<file path="config.mk">
export PLATFORM = sky130hd
export DESIGN_NAME = cpu_sequencer
export DESIGN_NICKNAME = d
export VERILOG_FILES = /design/src/rtl/cpu_pkg.sv /design/src/rtl/cpu_alu.sv /design/src/rtl/cpu_sequencer.sv
export SDC_FILE = /design/constraint.sdc
export NUM_CORES = 1
export LEC_CHECK = 0
export ABC_AREA = 1
export BUFFER_PORTS_ARGS = -buffer_cell sky130_fd_sc_hd__buf_2
export CORE_MARGIN = 2
export CORE_UTILIZATION = 35
export CTS_CLUSTER_DIAMETER = 50
export DETAILED_ROUTE_END_ITERATION = 8
export GPL_TIMING_DRIVEN = 1
export PLACE_DENSITY = 0.53
export SYNTH_ARGS = -nofsm -noshare
export SYNTH_HDL_FRONTEND = slang
export SYNTH_SLANG_ARGS = --single-unit
</file>
<file path="constraint.sdc">
create_clock -name clk -period 4.97 [get_ports clk]
set_clock_uncertainty 0.1 [all_clocks]
set_input_delay 0.2485 -clock clk [delete_from_list [all_inputs] [get_ports clk]]
set_output_delay 0.2485 -clock clk [all_outputs]
set_load 0.005 [all_outputs]
</file>
<file path="src/rtl/cpu_pkg.sv">
// cpu_pkg: shared types and constants for the multi-cycle control unit.
//   state_t      - sequencer states
//   OP_*         - opcode encodings (8..15 are undefined)
//   *_LSB        - instruction field positions: opcode [3:0], dst [5:4], src [7:6]
//   REG_PC       - register index of the program counter
package cpu_pkg;

  typedef enum logic [2:0] {
    IDLE,
    FETCH,
    DECODE,
    EXECUTE,
    WRITEBACK
  } state_t;

  localparam logic [3:0] OP_NOP = 4'd0;
  localparam logic [3:0] OP_ADD = 4'd1;
  localparam logic [3:0] OP_SUB = 4'd2;
  localparam logic [3:0] OP_MOV = 4'd3;
  localparam logic [3:0] OP_AND = 4'd4;
  localparam logic [3:0] OP_OR  = 4'd5;
  localparam logic [3:0] OP_XOR = 4'd6;
  localparam logic [3:0] OP_INC = 4'd7;

  localparam int OPC_LSB = 0;
  localparam int OPC_W   = 4;
  localparam int DST_LSB = 4;
  localparam int SRC_LSB = 6;
  localparam int REG_W   = 2;

  localparam logic [REG_W-1:0] REG_PC = 2'd0;

  // Opcodes 1..7 produce a register write.
  function automatic logic op_writes(input logic [OPC_W-1:0] op);
    return (op >= OP_ADD) && (op <= OP_INC);
  endfunction

endpackage

</file>
<file path="src/rtl/cpu_alu.sv">
// cpu_alu: combinational ALU for the sequencer.
//   opcode  - instruction opcode
//   a, b    - dst / src operands
//   c_in    - current carry flag, passed through by opcodes that keep C
//   result  - ALU result (modulo 2^DATA_W)
//   z       - result == 0
//   c       - next carry/borrow flag
//   writes  - opcode writes a register
//   illegal - opcode is undefined
module cpu_alu
  import cpu_pkg::*;
#(
  parameter int DATA_W = 8
) (
  input  logic [OPC_W-1:0]  opcode,
  input  logic [DATA_W-1:0] a,
  input  logic [DATA_W-1:0] b,
  input  logic              c_in,
  output logic [DATA_W-1:0] result,
  output logic              z,
  output logic              c,
  output logic              writes,
  output logic              illegal
);

  logic [DATA_W:0] ext;

  always_comb begin
    ext     = '0;
    result  = '0;
    c       = c_in;
    writes  = op_writes(opcode);
    illegal = (opcode > OP_INC);
    case (opcode)
      OP_ADD: begin
        ext    = {1'b0, a} + {1'b0, b};
        result = ext[DATA_W-1:0];
        c      = ext[DATA_W];
      end
      OP_SUB: begin
        // The extra bit of the difference is set exactly when b > a.
        ext    = {1'b0, a} - {1'b0, b};
        result = ext[DATA_W-1:0];
        c      = ext[DATA_W];
      end
      OP_MOV: result = b;
      OP_AND: result = a & b;
      OP_OR:  result = a | b;
      OP_XOR: result = a ^ b;
      OP_INC: begin
        ext    = {1'b0, a} + (DATA_W+1)'(1);
        result = ext[DATA_W-1:0];
        c      = ext[DATA_W];
      end
      default: result = '0;
    endcase
    z = (result == '0);
  end

endmodule

</file>
<file path="src/rtl/cpu_sequencer.sv">
// cpu_sequencer: multi-cycle control unit for the 4 x 8-bit register datapath.
//   step       - single-cycle start pulse, accepted only in IDLE
//   run        - auto-issue enable (only when CPU_SEQ_AUTORUN_EN is defined)
//   instr      - instruction word, latched at the end of FETCH
//   pc         - current r0 value; presented on imem_addr during FETCH
//   rd_*_sel   - register read selects, valid in DECODE
//   rd_*_data  - register read data, latched at the end of DECODE
//   wr_*       - register write port, strobed in WRITEBACK
//   pc_inc     - r0 increment strobe in WRITEBACK (suppressed on a jump)
//   busy/done/illegal, flag_z/flag_c - status
// All outputs are flops; nothing combinational reaches an output.
//
// state     | meaning
// IDLE      | waiting for step (or auto-issue)
// FETCH     | imem_addr = pc, instruction latched
// DECODE    | read selects driven, operands latched
// EXECUTE   | ALU evaluates, writeback outputs registered
// WRITEBACK | done, write / pc_inc strobes
module cpu_sequencer
  import cpu_pkg::*;
#(
  parameter int DATA_W  = 8,
  parameter int INSTR_W = 8
`ifdef CPU_SEQ_AUTORUN_EN
 ,parameter int RUN_GAP = 4
`endif
) (
  input  logic               clk,
  input  logic               rst_n,
  input  logic               step,
`ifdef CPU_SEQ_AUTORUN_EN
  input  logic               run,
`endif
  input  logic [INSTR_W-1:0] instr,
  input  logic [DATA_W-1:0]  pc,
  output logic [DATA_W-1:0]  imem_addr,
  output logic [REG_W-1:0]   rd_a_sel,
  output logic [REG_W-1:0]   rd_b_sel,
  input  logic [DATA_W-1:0]  rd_a_data,
  input  logic [DATA_W-1:0]  rd_b_data,
  output logic               wr_en,
  output logic [REG_W-1:0]   wr_sel,
  output logic [DATA_W-1:0]  wr_data,
  output logic               pc_inc,
  output logic               busy,
  output logic               done,
  output logic               illegal,
  output logic               flag_z,
  output logic               flag_c
);

  state_t              state_q, state_d;
  logic [OPC_W-1:0]    opc_q, opc_d;
  logic [REG_W-1:0]    dst_q, dst_d;
  logic [DATA_W-1:0]   a_q, a_d, b_q, b_d;
  logic [DATA_W-1:0]   imem_addr_q, imem_addr_d;
  logic [REG_W-1:0]    rd_a_sel_q, rd_a_sel_d, rd_b_sel_q, rd_b_sel_d;
  logic                wr_en_q, wr_en_d;
  logic [REG_W-1:0]    wr_sel_q, wr_sel_d;
  logic [DATA_W-1:0]   wr_data_q, wr_data_d;
  logic                pc_inc_q, pc_inc_d;
  logic                busy_q, busy_d;
  logic                done_q, done_d;
  logic                illegal_q, illegal_d;
  logic                flag_z_q, flag_z_d;
  logic                flag_c_q, flag_c_d;

  logic [DATA_W-1:0]   alu_result;
  logic                alu_z, alu_c, alu_writes, alu_illegal;

`ifdef CPU_SEQ_AUTORUN_EN
  localparam int GAP_W = (RUN_GAP > 1) ? $clog2(RUN_GAP) : 1;
  localparam logic [GAP_W-1:0] GAP_LOAD = GAP_W'(RUN_GAP - 1);
  logic [GAP_W-1:0]    gap_q, gap_d;
  logic                halt_q, halt_d;
  logic                auto_go;
`endif

  cpu_alu #(.DATA_W(DATA_W)) u_alu (
    .opcode  (opc_q),
    .a       (a_q),
    .b       (b_q),
    .c_in    (flag_c_q),
    .result  (alu_result),
    .z       (alu_z),
    .c       (alu_c),
    .writes  (alu_writes),
    .illegal (alu_illegal)
  );

  always_comb begin
    state_d     = state_q;
    opc_d       = opc_q;
    dst_d       = dst_q;
    a_d         = a_q;
    b_d         = b_q;
    imem_addr_d = '0;
    rd_a_sel_d  = '0;
    rd_b_sel_d  = '0;
    wr_en_d     = 1'b0;
    wr_sel_d    = '0;
    wr_data_d   = '0;
    pc_inc_d    = 1'b0;
    done_d      = 1'b0;
    illegal_d   = 1'b0;
    flag_z_d    = flag_z_q;
    flag_c_d    = flag_c_q;
`ifdef CPU_SEQ_AUTORUN_EN
    gap_d       = gap_q;
    halt_d      = halt_q;
    auto_go     = 1'b0;
    // Dropping run is the only way out of an illegal-opcode halt.
    if (!run) halt_d = 1'b0;
`endif

    case (state_q)
      IDLE: begin
`ifdef CPU_SEQ_AUTORUN_EN
        if (!run) begin
          gap_d = GAP_LOAD;
        end else if (!halt_q) begin
          if (gap_q == '0) auto_go = 1'b1;
          else             gap_d   = gap_q - 1'b1;
        end
        if (step || auto_go) begin
`else
        if (step) begin
`endif
          state_d     = FETCH;
          // pc is stable until the WRITEBACK of this instruction.
          imem_addr_d = pc;
        end
      end
      FETCH: begin
        opc_d      = instr[OPC_LSB +: OPC_W];
        dst_d      = instr[DST_LSB +: REG_W];
        rd_a_sel_d = instr[DST_LSB +: REG_W];
        rd_b_sel_d = instr[SRC_LSB +: REG_W];
        state_d    = DECODE;
      end
      DECODE: begin
        a_d     = rd_a_data;
        b_d     = rd_b_data;
        state_d = EXECUTE;
      end
      EXECUTE: begin
        done_d    = 1'b1;
        illegal_d = alu_illegal;
        wr_en_d   = alu_writes;
        if (alu_writes) begin
          wr_sel_d  = dst_q;
          wr_data_d = alu_result;
          flag_z_d  = alu_z;
        end
        // A write to r0 is a jump, so the increment must not also fire.
        pc_inc_d  = !(alu_writes && (dst_q == REG_PC));
        flag_c_d  = alu_c;
`ifdef CPU_SEQ_AUTORUN_EN
        if (alu_illegal) halt_d = 1'b1;
`endif
        state_d   = WRITEBACK;
      end
      WRITEBACK: begin
`ifdef CPU_SEQ_AUTORUN_EN
        gap_d   = GAP_LOAD;
`endif
        state_d = IDLE;
      end
      default: state_d = IDLE;
    endcase

    busy_d = (state_d != IDLE);
  end

  always_ff @(posedge clk or negedge rst_n) begin
    if (!rst_n) begin
      state_q     <= IDLE;
      opc_q       <= '0;
      dst_q       <= '0;
      a_q         <= '0;
      b_q         <= '0;
      imem_addr_q <= '0;
      rd_a_sel_q  <= '0;
      rd_b_sel_q  <= '0;
      wr_en_q     <= 1'b0;
      wr_sel_q    <= '0;
      wr_data_q   <= '0;
      pc_inc_q    <= 1'b0;
      busy_q      <= 1'b0;
      done_q      <= 1'b0;
      illegal_q   <= 1'b0;
      flag_z_q    <= 1'b0;
      flag_c_q    <= 1'b0;
`ifdef CPU_SEQ_AUTORUN_EN
      gap_q       <= GAP_LOAD;
      halt_q      <= 1'b0;
`endif
    end else begin
      state_q     <= state_d;
      opc_q       <= opc_d;
      dst_q       <= dst_d;
      a_q         <= a_d;
      b_q         <= b_d;
      imem_addr_q <= imem_addr_d;
      rd_a_sel_q  <= rd_a_sel_d;
      rd_b_sel_q  <= rd_b_sel_d;
      wr_en_q     <= wr_en_d;
      wr_sel_q    <= wr_sel_d;
      wr_data_q   <= wr_data_d;
      pc_inc_q    <= pc_inc_d;
      busy_q      <= busy_d;
      done_q      <= done_d;
      illegal_q   <= illegal_d;
      flag_z_q    <= flag_z_d;
      flag_c_q    <= flag_c_d;
`ifdef CPU_SEQ_AUTORUN_EN
      gap_q       <= gap_d;
      halt_q      <= halt_d;
`endif
    end
  end

  assign imem_addr = imem_addr_q;
  assign rd_a_sel  = rd_a_sel_q;
  assign rd_b_sel  = rd_b_sel_q;
  assign wr_en     = wr_en_q;
  assign wr_sel    = wr_sel_q;
  assign wr_data   = wr_data_q;
  assign pc_inc    = pc_inc_q;
  assign busy      = busy_q;
  assign done      = done_q;
  assign illegal   = illegal_q;
  assign flag_z    = flag_z_q;
  assign flag_c    = flag_c_q;

endmodule

</file>
# Word level (Yosys, flattened, before mapping)
# Cells that the tools add are included.
[word_totals]
reg_bits = 54
out_inout_bits = 29
[op_classes]
add_sub_neg = 3
n_lt_le_gt_ge = 3
eq_ne = 10
mux = 16
bitwise = 3
n_reduce_logical = 10
[op_table]
columns = ["operator", "n"]
rows = [
  ["8-bit case mux with 7 select lines", 1],
  ["8-bit two-way mux", 4],
  ["4-bit by 3-bit equality test with 1-bit output, second input constant", 4],
  ["3-bit case mux with 4 select lines", 1],
  ["8-bit by 1-bit adder with 9-bit output, second input constant", 1],
  ["8-bit by 8-bit adder with 9-bit output", 1],
  ["8-bit by 8-bit subtractor with 9-bit output", 1],
  ["8-bit AND", 1],
  ["4-bit by 2-bit equality test with 1-bit output, second input constant", 2],
  ["8-bit zero test", 1],
  ["2-bit two-way mux", 4],
  ["8-bit bitwise OR", 1],
  ["8-bit XOR", 1],
  ["3-bit by 2-bit equality test with 1-bit output, second input constant", 2],
  ["3-bit nonzero test", 2],
  ["4-bit by 1-bit equality test with 1-bit output, second input constant", 1],
  ["4-bit by 1-bit greater-or-equal comparator with 1-bit output, second input constant", 1],
  ["4-bit by 3-bit > comparator with 1-bit output, second input constant", 1],
  ["4-bit by 3-bit <= comparator with 1-bit output, second input constant", 1],
  ["1-bit two-way mux", 4],
  ["2-bit AND reduction", 2],
  ["3-bit by 1-bit equality test with 1-bit output, second input constant", 1],
  ["3-bit zero test", 1],
  ["3-bit two-way mux", 1],
  ["other kinds (4)", 5],
]

# Depth between registers and ports, before layout
# Gate-level depths: netlist of run 1.
[depth]
ltp_word = 5
ltp_mapped = 15

# By module
# Synthesis of run 1 repeated with hierarchy kept, for this count alone.
[hier_totals]
cells_unflattened = 491
hier_area_um2 = 3623.5
[modules_own_cells]
columns = ["module", "instances", "cells_each", "area_each_um2"]
rows = [
  ["cpu_sequencer", 1, 195, 1966.9],
  ["cpu_alu", 1, 296, 1656.6],
]

# Worst setup path after synthesis of run 1
# No wires, ideal clock.
[synth_path]
path_type = "reg-to-reg"
from = "reg a_q[0]"
to = "reg flag_z_q (netlist: flag_z)"
arrival_ns = 1.790
required_ns = 4.805
slack_ns = 3.015
stages_incl_launch_ff = 16
path_buffers = 0
period_less_slack_ns = 1.955
cell_sequence = "dfrtp_1 inv_1 ha_1 inv_1 fa_1 nand2_1 nand2_1 nand2_1 nand2_1 nand3_1 nand3_1 nor2_1 nand2_1 nor2_1 nand4_1 nand2_1"
[synth_via]
elab_chain_len = 3
word_cells_on_any_way = 8
[synth_rtl]
columns = ["item", "line", "text"]
rows = [
  ["from (decl)", "cpu_sequencer.sv:55", "logic [DATA_W-1:0] a_q, a_d, b_q, b_d;"],
  ["from (signal assigned)", "cpu_sequencer.sv:180", "a_q <= '0;"],
  ["from (signal assigned)", "cpu_sequencer.sv:202", "a_q <= a_d;"],
  ["8-bit by 1-bit adder with 9-bit output (tied with other cells)", "cpu_alu.sv:51", "ext = {1'b0, a} + (DATA_W+1)'(1);"],
  ["8-bit case mux with 7 select lines (*)", "cpu_alu.sv:34", "case (opcode)"],
  ["8-bit zero test (*)", "cpu_alu.sv:57", "z = (result == '0);"],
  ["to (signal assigned)", "cpu_sequencer.sv:214", "flag_z_q <= flag_z_d;"],
  ["to (decl)", "cpu_sequencer.sv:65", "logic flag_z_q, flag_z_d;"],
]
# Every way passes the cells marked *; elsewhere a longest branch is shown, timed or not.
# A chain may end at the register's enable or synchronous reset.

# Final worst setup path of run 1
# Same ends and word-level chain as after synthesis.

==> impl_table.tex, run 1 <==
\begin{tabular}{lr}
\hline
Metric & Value \\
\hline
\multicolumn{2}{l}{\textbf{Critical path}} \\
Cells along the critical path & inv\_1, ha\_1, inv\_1, fa\_1, nand2\_1, nand2\_1, nand2\_1, nand2\_1, nand3\_1, nand3\_1, nor2\_1, nand2\_1, nor2\_1, nand4\_1, nand2\_1 \\
Worst Setup End Kind & flop \\
Cell family with most CP delay & simple AND/OR/NAND/NOR gates \\
Critical Path Fanout Max & 4 \\
Most repeated library cell on the critical path & nand2\_1 \\
Kind of launch point of the worst setup path & flop \\
Slowest-stage cell, CP & dfrtp\_1 \\
Slowest cell delay on critical path & 0.43 ns \\
Worst path arrival time & 2.47 ns \\
Buffers and inverters on the worst path & 2 \\
Critical Path RT & 5.13 ns \\
Critical path class & reg2reg \\
\multicolumn{2}{l}{\textbf{CTS}} \\
Clock H-tree levels & 2 \\
Number of buffers added by the clock tree synthesis step & 5 \\
Number of sinks on the clock net & 54 \\
Root cell of the clock tree & clkbuf\_8 \\
Worst-skew pair later-pin latency & 0.31 ns \\
Count of buffers added by post-CTS timing repair for setup & 0 \\
CTS tree & done \\
Clock buffer depth & 2 \\
Quantity of gates resized following cts & 0 \\
CTS clk-pin slew, worst paths & 0.10 ns \\
Post-cts hold buffer count & 1 \\
\multicolumn{2}{l}{\textbf{Synthesis}} \\
Largest family of logic cells by synthesized area & simple AND/OR/NAND/NOR gates \\
Share of synthesized flip-flops with an asynchronous set or reset & 100\% \\
Number of flops mapped to enable cells by yosys & 0 \\
Post-synthesis cell count & 466 \\
Top cells by area in the synthesized netlist & dfrtp\_1 (40\%), nand2\_1 (12\%), ha\_1 (9.3\%) \\
Most instantiated cells after synthesis & nand2\_1 (112), nor2\_1 (79), inv\_1 (66), dfrtp\_1 (54), a21oi\_1 (35) \\
Yosys reg bits & 54 \\
XOR/XNOR share of the synthesized area & 0.260\% \\
Syn\_nets & 528 \\
Adder-cell share of the synthesized area & 10.5\% \\
Part of the Yosys area used for sequential elements & 40.0\% \\
Most common flop cell mapped by yosys & dfrtp\_1 \\
Yosys top cell area share & 40.0\% \\
Synth Area per Inst & 7.24 um\^{}2 \\
Proportion of synthesized area in mux cells & 0\% \\
Library cell with the largest summed area after synthesis & dfrtp\_1 \\
Top-count cell post-synth & nand2\_1 \\
Synthesis warning total & 0 \\
Simple-gate share of the synthesized area & 32.5\% \\
Post-Synthesis Cell Area & 3370 um\^{}2 \\
Count of unique library cells instantiated by Yosys & 26 \\
Fraction of the mapped netlist area in compound gates & 7.27\% \\
\multicolumn{2}{l}{\textbf{Place}} \\
Post-DP HPWL & 6430 um \\
Placed Cells incl. Taps & 649 \\
IO buf count & 63 \\
Last weighted congestion value of the routability-driven placer & 0.914 \\
\multicolumn{2}{l}{\textbf{Power and ir drop}} \\
Overall Power & 2.54 mW \\
Leakage dissipation & 2.29 nW \\
Peak supply drop & 196 uV \\
Ratio of total power to cell area & 644 nW/um\^{}2 \\
\multicolumn{2}{l}{\textbf{Die}} \\
Die extent in y & 102 um \\
Top-Level Pins & 64 \\
Starting utilization of the core area & 36.3\% \\
Cell Rows & 35 \\
Horizontal die dimension & 102 um \\
Floorplan Core Area & 9280 um\^{}2 \\
Die Area & 10400 um\^{}2 \\
\multicolumn{2}{l}{\textbf{STA}} \\
Unrepaired setup endpoints after global routing & false \\
Min Clock Period, post-route & 2.30 ns \\
Worst Max-Slew Pin Slew & 1.07 ns \\
Worst hold margin & 0.0229 ns \\
Total negative slack for setup checks & 0 ns \\
Max Clock Freq & 0.434 GHz \\
Worst slew margin relative to its limit & 28.7\% \\
Number of endpoints failing setup at the final stage & 0 \\
Part of the cycle the worst path needs & 46.3\% \\
Hold violation total from the final report & 0 \\
Max-slew violation count & 0 \\
\multicolumn{2}{l}{\textbf{Final layout}} \\
P\&R area growth vs syn & 16.6\% \\
Final non-filler cell total & 658 \\
N\_diodes & 0 \\
Net count of the finished layout & 590 \\
Proportion of layout cells with a drive suffix above 1 & 16.6\% \\
\multicolumn{2}{l}{\textbf{Routing}} \\
Count of TritonRoute iterations in the first routing pass & 5 \\
Mean routed wirelength per cell & 12.3 um \\
Routed Antenna Nets & 0 \\
Vias post-DR & 2945 \\
Initial DRC count & 205 \\
Total detailed-routing wirelength & 8100 um \\
Via density & 4.48 \\
Number of remaining DRC errors & 0 \\
\multicolumn{2}{l}{\textbf{Global routing}} \\
Pin count of the biggest net entering global routing & 55 \\
Overall track demand over capacity in global routing & 16.2\% \\
Number of antenna violations at the first check in global routing & 0 \\
Wire length of the first global-routing pass & 13300 um \\
Leftover overflow at the end of global routing & 0 \\
Vias in the first global route & 2745 \\
\multicolumn{2}{l}{\textbf{Outcome}} \\
Result of the run & finished, final reports clean \\
\multicolumn{2}{l}{\textbf{Flow run}} \\
Max-cap violation count & 0 \\
\multicolumn{2}{l}{\textbf{Worst hold path}} \\
Type of the tightest min-delay check & in2reg \\
\hline
\end{tabular}
## stage by stage
step / worst slack [ns] / utilization, % / area (um^2)
after global placement: 2.69 / 41.0 / 3800
after floorplan: 3.01 / - / 3370
after detailed placement: 2.69 / 41.0 / 3800
final: 2.67 / 42.4 / 3940
after CTS: 2.66 / 42.4 / 3940
after global routing: 2.37 / 42.4 / 3940
## flip-flops by register name (all words and copies together), names as in the netlist, 2 cells and up
name / cells
a_q: 8
wr_sel: 2
opc_q: 4
wr_data: 8
b_q: 8
imem_addr: 8
rd_b_sel: 2
rd_a_sel: 2
state_q: 3
dst_q: 2
## final timing paths
check | slack, ns | cells past startpoint | to | startpoint
min reg2reg | 0.39 | 2 | flag_z$_DFFE_PN0P_ | flag_z$_DFFE_PN0P_
min in group asynchronous | 0.46 | 3 | b_q[1]$_DFFE_PN0N_ | rst_n
max reg2reg | 2.67 | 15 | flag_z$_DFFE_PN0P_ | a_q[0]$_DFFE_PN0N_
max | 2.67 | 15 | flag_z$_DFFE_PN0P_ | a_q[0]$_DFFE_PN0N_
min | 0.02 | 3 | imem_addr[4]$_DFF_PN0_ | pc[4]
max in group asynchronous | 3.85 | 3 | wr_data[1]$_DFF_PN0_ | rst_n
## worst register-to-register path: cells and delay by family (launching register included)
family	cells	cell delay (ns)
fa+ha+maj	2	0.54
buf+inv	2	0.21
flops	1	0.43
simple gates	11	0.97
## per-layer routing
| metal | wire, um | track usage [%] |
|---|---|---|
| met5 | 0 | 0 |
| met4 | 80 | 3.69 |
| met3 | 279 | 2.26 |
| met2 | 3570 | 25.2 |
| met1 | 4170 | 24.0 |
## cells in the final DEF (no fill, tap or decap), types with 6 or more instances in the layout
master	Yosys	final
nand2_1	112	112
nor2_1	79	79
inv_1	66	66
buf_2	4	63
dfrtp_1	54	54
a21oi_1	35	35
nand3_1	33	33
ha_1	25	25
o21ai_0	11	11
nand4_1	9	9
nand3b_1	6	6
clkbuf_8	0	6
## logic make-up (layout without fill, tap and decap cells)
group / Yosys count / after routing
compound gates: 48 / 48
xor+xnor: 1 / 1
fa+ha+maj: 27 / 27
buf+inv: 81 / 144
flops: 54 / 54
simple gates: 255 / 255
## where the power goes
part	total [mW]	switching [mW]	internal (mW)
registers	0.711	0.122	0.589
logic	1.50	0.997	0.505
clock network	0.324	0.158	0.166
## cell type report
| type | count | area (um^2) |
|---|---|---|
| fillers | 1016 | 5350 |
| inverters | 71 | 267 |
| clock inverters | 2 | 38.8 |
| repair buffers | 65 | 333 |
| flip-flops and latches | 54 | 1350 |
| well taps | 129 | 161 |
| multi-input cells | 331 | 1700 |
| clock buffers | 6 | 82.6 |
No activity file was read; power rests on OpenSTA's default activity.
==> inputs of run 2 (changes only) <==
- ABC_AREA: 1 -> 0
- PLACE_DENSITY: 0.53 -> 0.55
- clock period: 4.97 -> 2.1 ns (I/O delays scaled with it)
==> run 2 against run 1 <==
The run now ends with setup timing left. Clock power rose by 130%. First-iteration DRC count fell by 42%. Setup slack got worse by 3.1 ns. Design area rose by 25%. Register-to-register slack got worse by 3.1 ns. Via count rose by 4.8%. Sequential share of layout area fell by 6.8 points. Critical path depth fell by 5. Die area fell by 3.1%.
==> impl_table.tex, run 2 <==
\begin{tabular}{lr}
\hline
Metric & Value \\
\hline
\multicolumn{2}{l}{\textbf{Die}} \\
Die Area & 10100 um\^{}2 \\
Starting utilization of the core area & 35.7\% \\
Floorplan Core Area & 9150 um\^{}2 \\
Top-Level Pins & 64 \\
Cell Rows & 35 \\
Die extent in y & 101 um \\
Horizontal die dimension & 101 um \\
\multicolumn{2}{l}{\textbf{Critical path}} \\
Kind of launch point of the worst setup path & flop \\
Endpoint of the worst register-to-register path & flag\_z\$\_DFFE\_PN0P\_ \\
Critical Path Fanout Max & 4 \\
Internal reg-to-reg setup slack & -0.48 ns \\
Critical path class & reg2reg \\
Worst R2R Start & a\_q[0]\$\_DFFE\_PN0N\_ \\
Worst path arrival time & 2.74 ns \\
R2R cell count & 10 \\
Critical Path RT & 2.27 ns \\
Worst Setup End Kind & flop \\
\multicolumn{2}{l}{\textbf{Synthesis}} \\
Share of synthesized flip-flops with an asynchronous set or reset & 100\% \\
Library cell with the largest summed area after synthesis & dfrtp\_1 \\
Yosys reg bits & 54 \\
Post-synthesis cell count & 347 \\
Count of unique library cells instantiated by Yosys & 56 \\
Number of flops mapped to enable cells by yosys & 0 \\
Yosys top cell area share & 41.4\% \\
Top-count cell post-synth & dfrtp\_1 \\
Post-Synthesis Cell Area & 3270 um\^{}2 \\
Top cells by area in the synthesized netlist & dfrtp\_1 (41\%), ha\_1 (9.6\%), and2\_1 (3.8\%) \\
Most common flop cell mapped by yosys & dfrtp\_1 \\
Synth Area per Inst & 9.41 um\^{}2 \\
Part of the Yosys area used for sequential elements & 41.4\% \\
Syn\_nets & 409 \\
Most instantiated cells after synthesis & dfrtp\_1 (54), inv\_1 (31), nor2\_1 (28), nand2\_1 (26) \\
Synthesis warning total & 0 \\
\multicolumn{2}{l}{\textbf{Final layout}} \\
Commonest cells after routing, fill and taps aside & buf\_4 (81), buf\_2 (63), dfrtp\_1 (53), dlygate4sd3\_1 (34), nor2\_1 (28) \\
Leading cell type in the layout, fill and taps excluded & buf\_4 \\
Fill count & 854 \\
Net count of the finished layout & 581 \\
N\_diodes & 0 \\
Proportion of layout cells with a drive suffix above 1 & 38.3\% \\
Final cell area excluding filler cells & 4900 um\^{}2 \\
P\&R area growth vs syn & 50.1\% \\
\multicolumn{2}{l}{\textbf{Routing}} \\
Vias post-DR & 3087 \\
Via density & 4.89 \\
Total detailed-routing wirelength & 9480 um \\
Initial DRC count & 119 \\
Mean routed wirelength per cell & 15.0 um \\
Routed Antenna Nets & 0 \\
Number of remaining DRC errors & 0 \\
Count of TritonRoute iterations in the first routing pass & 4 \\
\multicolumn{2}{l}{\textbf{Flow run}} \\
Max-cap violation count & 0 \\
\multicolumn{2}{l}{\textbf{Global routing}} \\
Number of antenna violations at the first check in global routing & 0 \\
Pin count of the biggest net entering global routing & 39 \\
Met3 capacity usage during global routing & 3.26\% \\
Global-route track usage on met2 & 33.3\% \\
Grt peak-use layer & met2 \\
Met1 global-route usage & 26.3\% \\
Wire length of the first global-routing pass & 15500 um \\
Leftover overflow at the end of global routing & 0 \\
Vias in the first global route & 3146 \\
Overall track demand over capacity in global routing & 19.8\% \\
\multicolumn{2}{l}{\textbf{STA}} \\
Worst slew margin relative to its limit & 70.8\% \\
Hold violation total from the final report & 0 \\
Max Clock Freq & 0.388 GHz \\
Unrepaired setup endpoints after global routing & true \\
Min Clock Period, post-route & 2.58 ns \\
Part of the cycle the worst path needs & 123\% \\
Total negative slack for setup checks & -1.42 ns \\
Fin worst setup slack & -0.478 ns \\
Max-slew violation count & 0 \\
Worst Max-Slew Pin Slew & 0.438 ns \\
Number of endpoints failing setup at the final stage & 6 \\
\multicolumn{2}{l}{\textbf{Outcome}} \\
Violations in the final reports & setup timing \\
Result of the run & complete, but fails checks \\
\multicolumn{2}{l}{\textbf{Place}} \\
Cell area reported after detailed placement & 4300 um\^{}2 \\
Post-DP HPWL & 7240 um \\
Last weighted congestion value of the routability-driven placer & 0.911 \\
IO buf count & 63 \\
\multicolumn{2}{l}{\textbf{Power and ir drop}} \\
Ratio of total power to cell area & 1650 nW/um\^{}2 \\
Peak supply drop & 760 uV \\
Leakage dissipation & 2.40 nW \\
\multicolumn{2}{l}{\textbf{CTS}} \\
Clock H-tree levels & 2 \\
Clock buffer depth & 2 \\
CTS clk-pin slew, worst paths & 0.11 ns \\
Number of sinks on the clock net & 54 \\
Worst-skew pair later-pin latency & 0.32 ns \\
Number of buffers added by the clock tree synthesis step & 5 \\
Root cell of the clock tree & clkbuf\_8 \\
CTS tree & done \\
\multicolumn{2}{l}{\textbf{Worst hold path}} \\
Type of the tightest min-delay check & in2async \\
\hline
\end{tabular}
-- run 2: changes by cell type in the layout (fill, tap and decap cells not counted), moves of 6 or more --
cell / delta
a21oi_1: -23
and2_1: +20
buf_4: +80
dlygate4sd3_1: +33
inv_1: -41
mux2_2: +6
nand2_1: -86
nand3_1: -27
nand4_1: -7
nor2_1: -51
o21ai_0: +13
xnor2_1: +7
-- run 2: final cells by class --
class | count | area, um^2 | share of cell area, %
clock buffer | 5 | 68.8 | 1.40
clock inverter | 3 | 47.5 | 0.969
inverter | 31 | 120 | 2.45
multi-input combinational | 247 | 1880 | 38.3
sequential | 54 | 1350 | 27.6
tap | 111 | 139 | 2.83
timing repair buffer | 180 | 1300 | 26.5
-- run 2: routing by layer --
| layer | share of wire, % | wire length, um |
|---|---|---|
| met2 | 48 | 4580 |
| met4 | 1.3 | 125 |
| met5 | 0 | 0 |
| met1 | 47 | 4430 |
| met3 | 3.6 | 344 |
-- run 2: repair_timing --
item / CTS / global route
endpoints found under the setup margin: 8 / 9
resized for setup: 17 / 7
pin swaps: 9 / 7
hold buffers: 34 / 0
setup buffers: 4 / 1
hold endpoints to repair: 87 / 0
gates cloned: 0 / 0
-- run 2: metrics by stage --
stage / hold slack (ns) / instances / utilization, % / total power, mW / setup WS (ns)
final: 0.146 / 631 / 53.6 / 8.09 / -0.478
after floorplan: -0.291 / 347 / - / 4.54 / -0.342
after global routing: 0.171 / 631 / 53.6 / 8.80 / -0.669
after CTS: 0.151 / 631 / 53.2 / 8.01 / -0.471
after global placement: -0.0351 / 585 / 47.0 / 6.80 / -0.480
after detailed placement: -0.0336 / 585 / 47.0 / 6.82 / -0.502
-- run 2: worst max path at each step --
stage,start,end,cells past startpoint
global placement,a_q[0]$_DFFE_PN0N_,flag_z$_DFFE_PN0P_,10
floorplan,a_q[0]$_DFFE_PN0N_,flag_z$_DFFE_PN0P_,10
finish,a_q[0]$_DFFE_PN0N_,flag_z$_DFFE_PN0P_,10
global route,a_q[0]$_DFFE_PN0N_,flag_z$_DFFE_PN0P_,10
detailed placement,a_q[0]$_DFFE_PN0N_,flag_z$_DFFE_PN0P_,10
CTS,a_q[0]$_DFFE_PN0N_,flag_z$_DFFE_PN0P_,10
-- run 2: where the power goes --
part           switching (mW)  internal [mW]
Clock                   0.383          0.364
Sequential              0.228           1.39
Combinational            2.90           2.83
Total                    3.51           4.59
-- run 2: kinds of logic (layout without fill, tap and decap cells) --
| kind of cell | Yosys count | count (layout) | share of synthesized area (%) |
|---|---|---|---|
| flip-flops | 54 | 54 | 41.4 |
| AO/OA/AOI/OAI | 89 | 89 | 18.5 |
| multiplexers | 11 | 11 | 3.60 |
| AND/OR/NAND/NOR | 111 | 111 | 17.6 |
| XOR/XNOR | 9 | 9 | 2.41 |
| buffers and inverters | 46 | 219 | 5.74 |
| adder cells (fa/ha/maj) | 27 | 27 | 10.8 |
-- run 2: critical path, stage by stage (launching register included) --
cell and delay (ns):
dfrtp_1 0.41, ha_2 0.22, inv_2 0.05, fa_2 0.34, nand3b_1 0.23, a21oi_2 0.21
o21ai_2 0.08, a221oi_2 0.27, o221ai_2 0.14, nor4bb_1 0.29, a32o_1 0.19
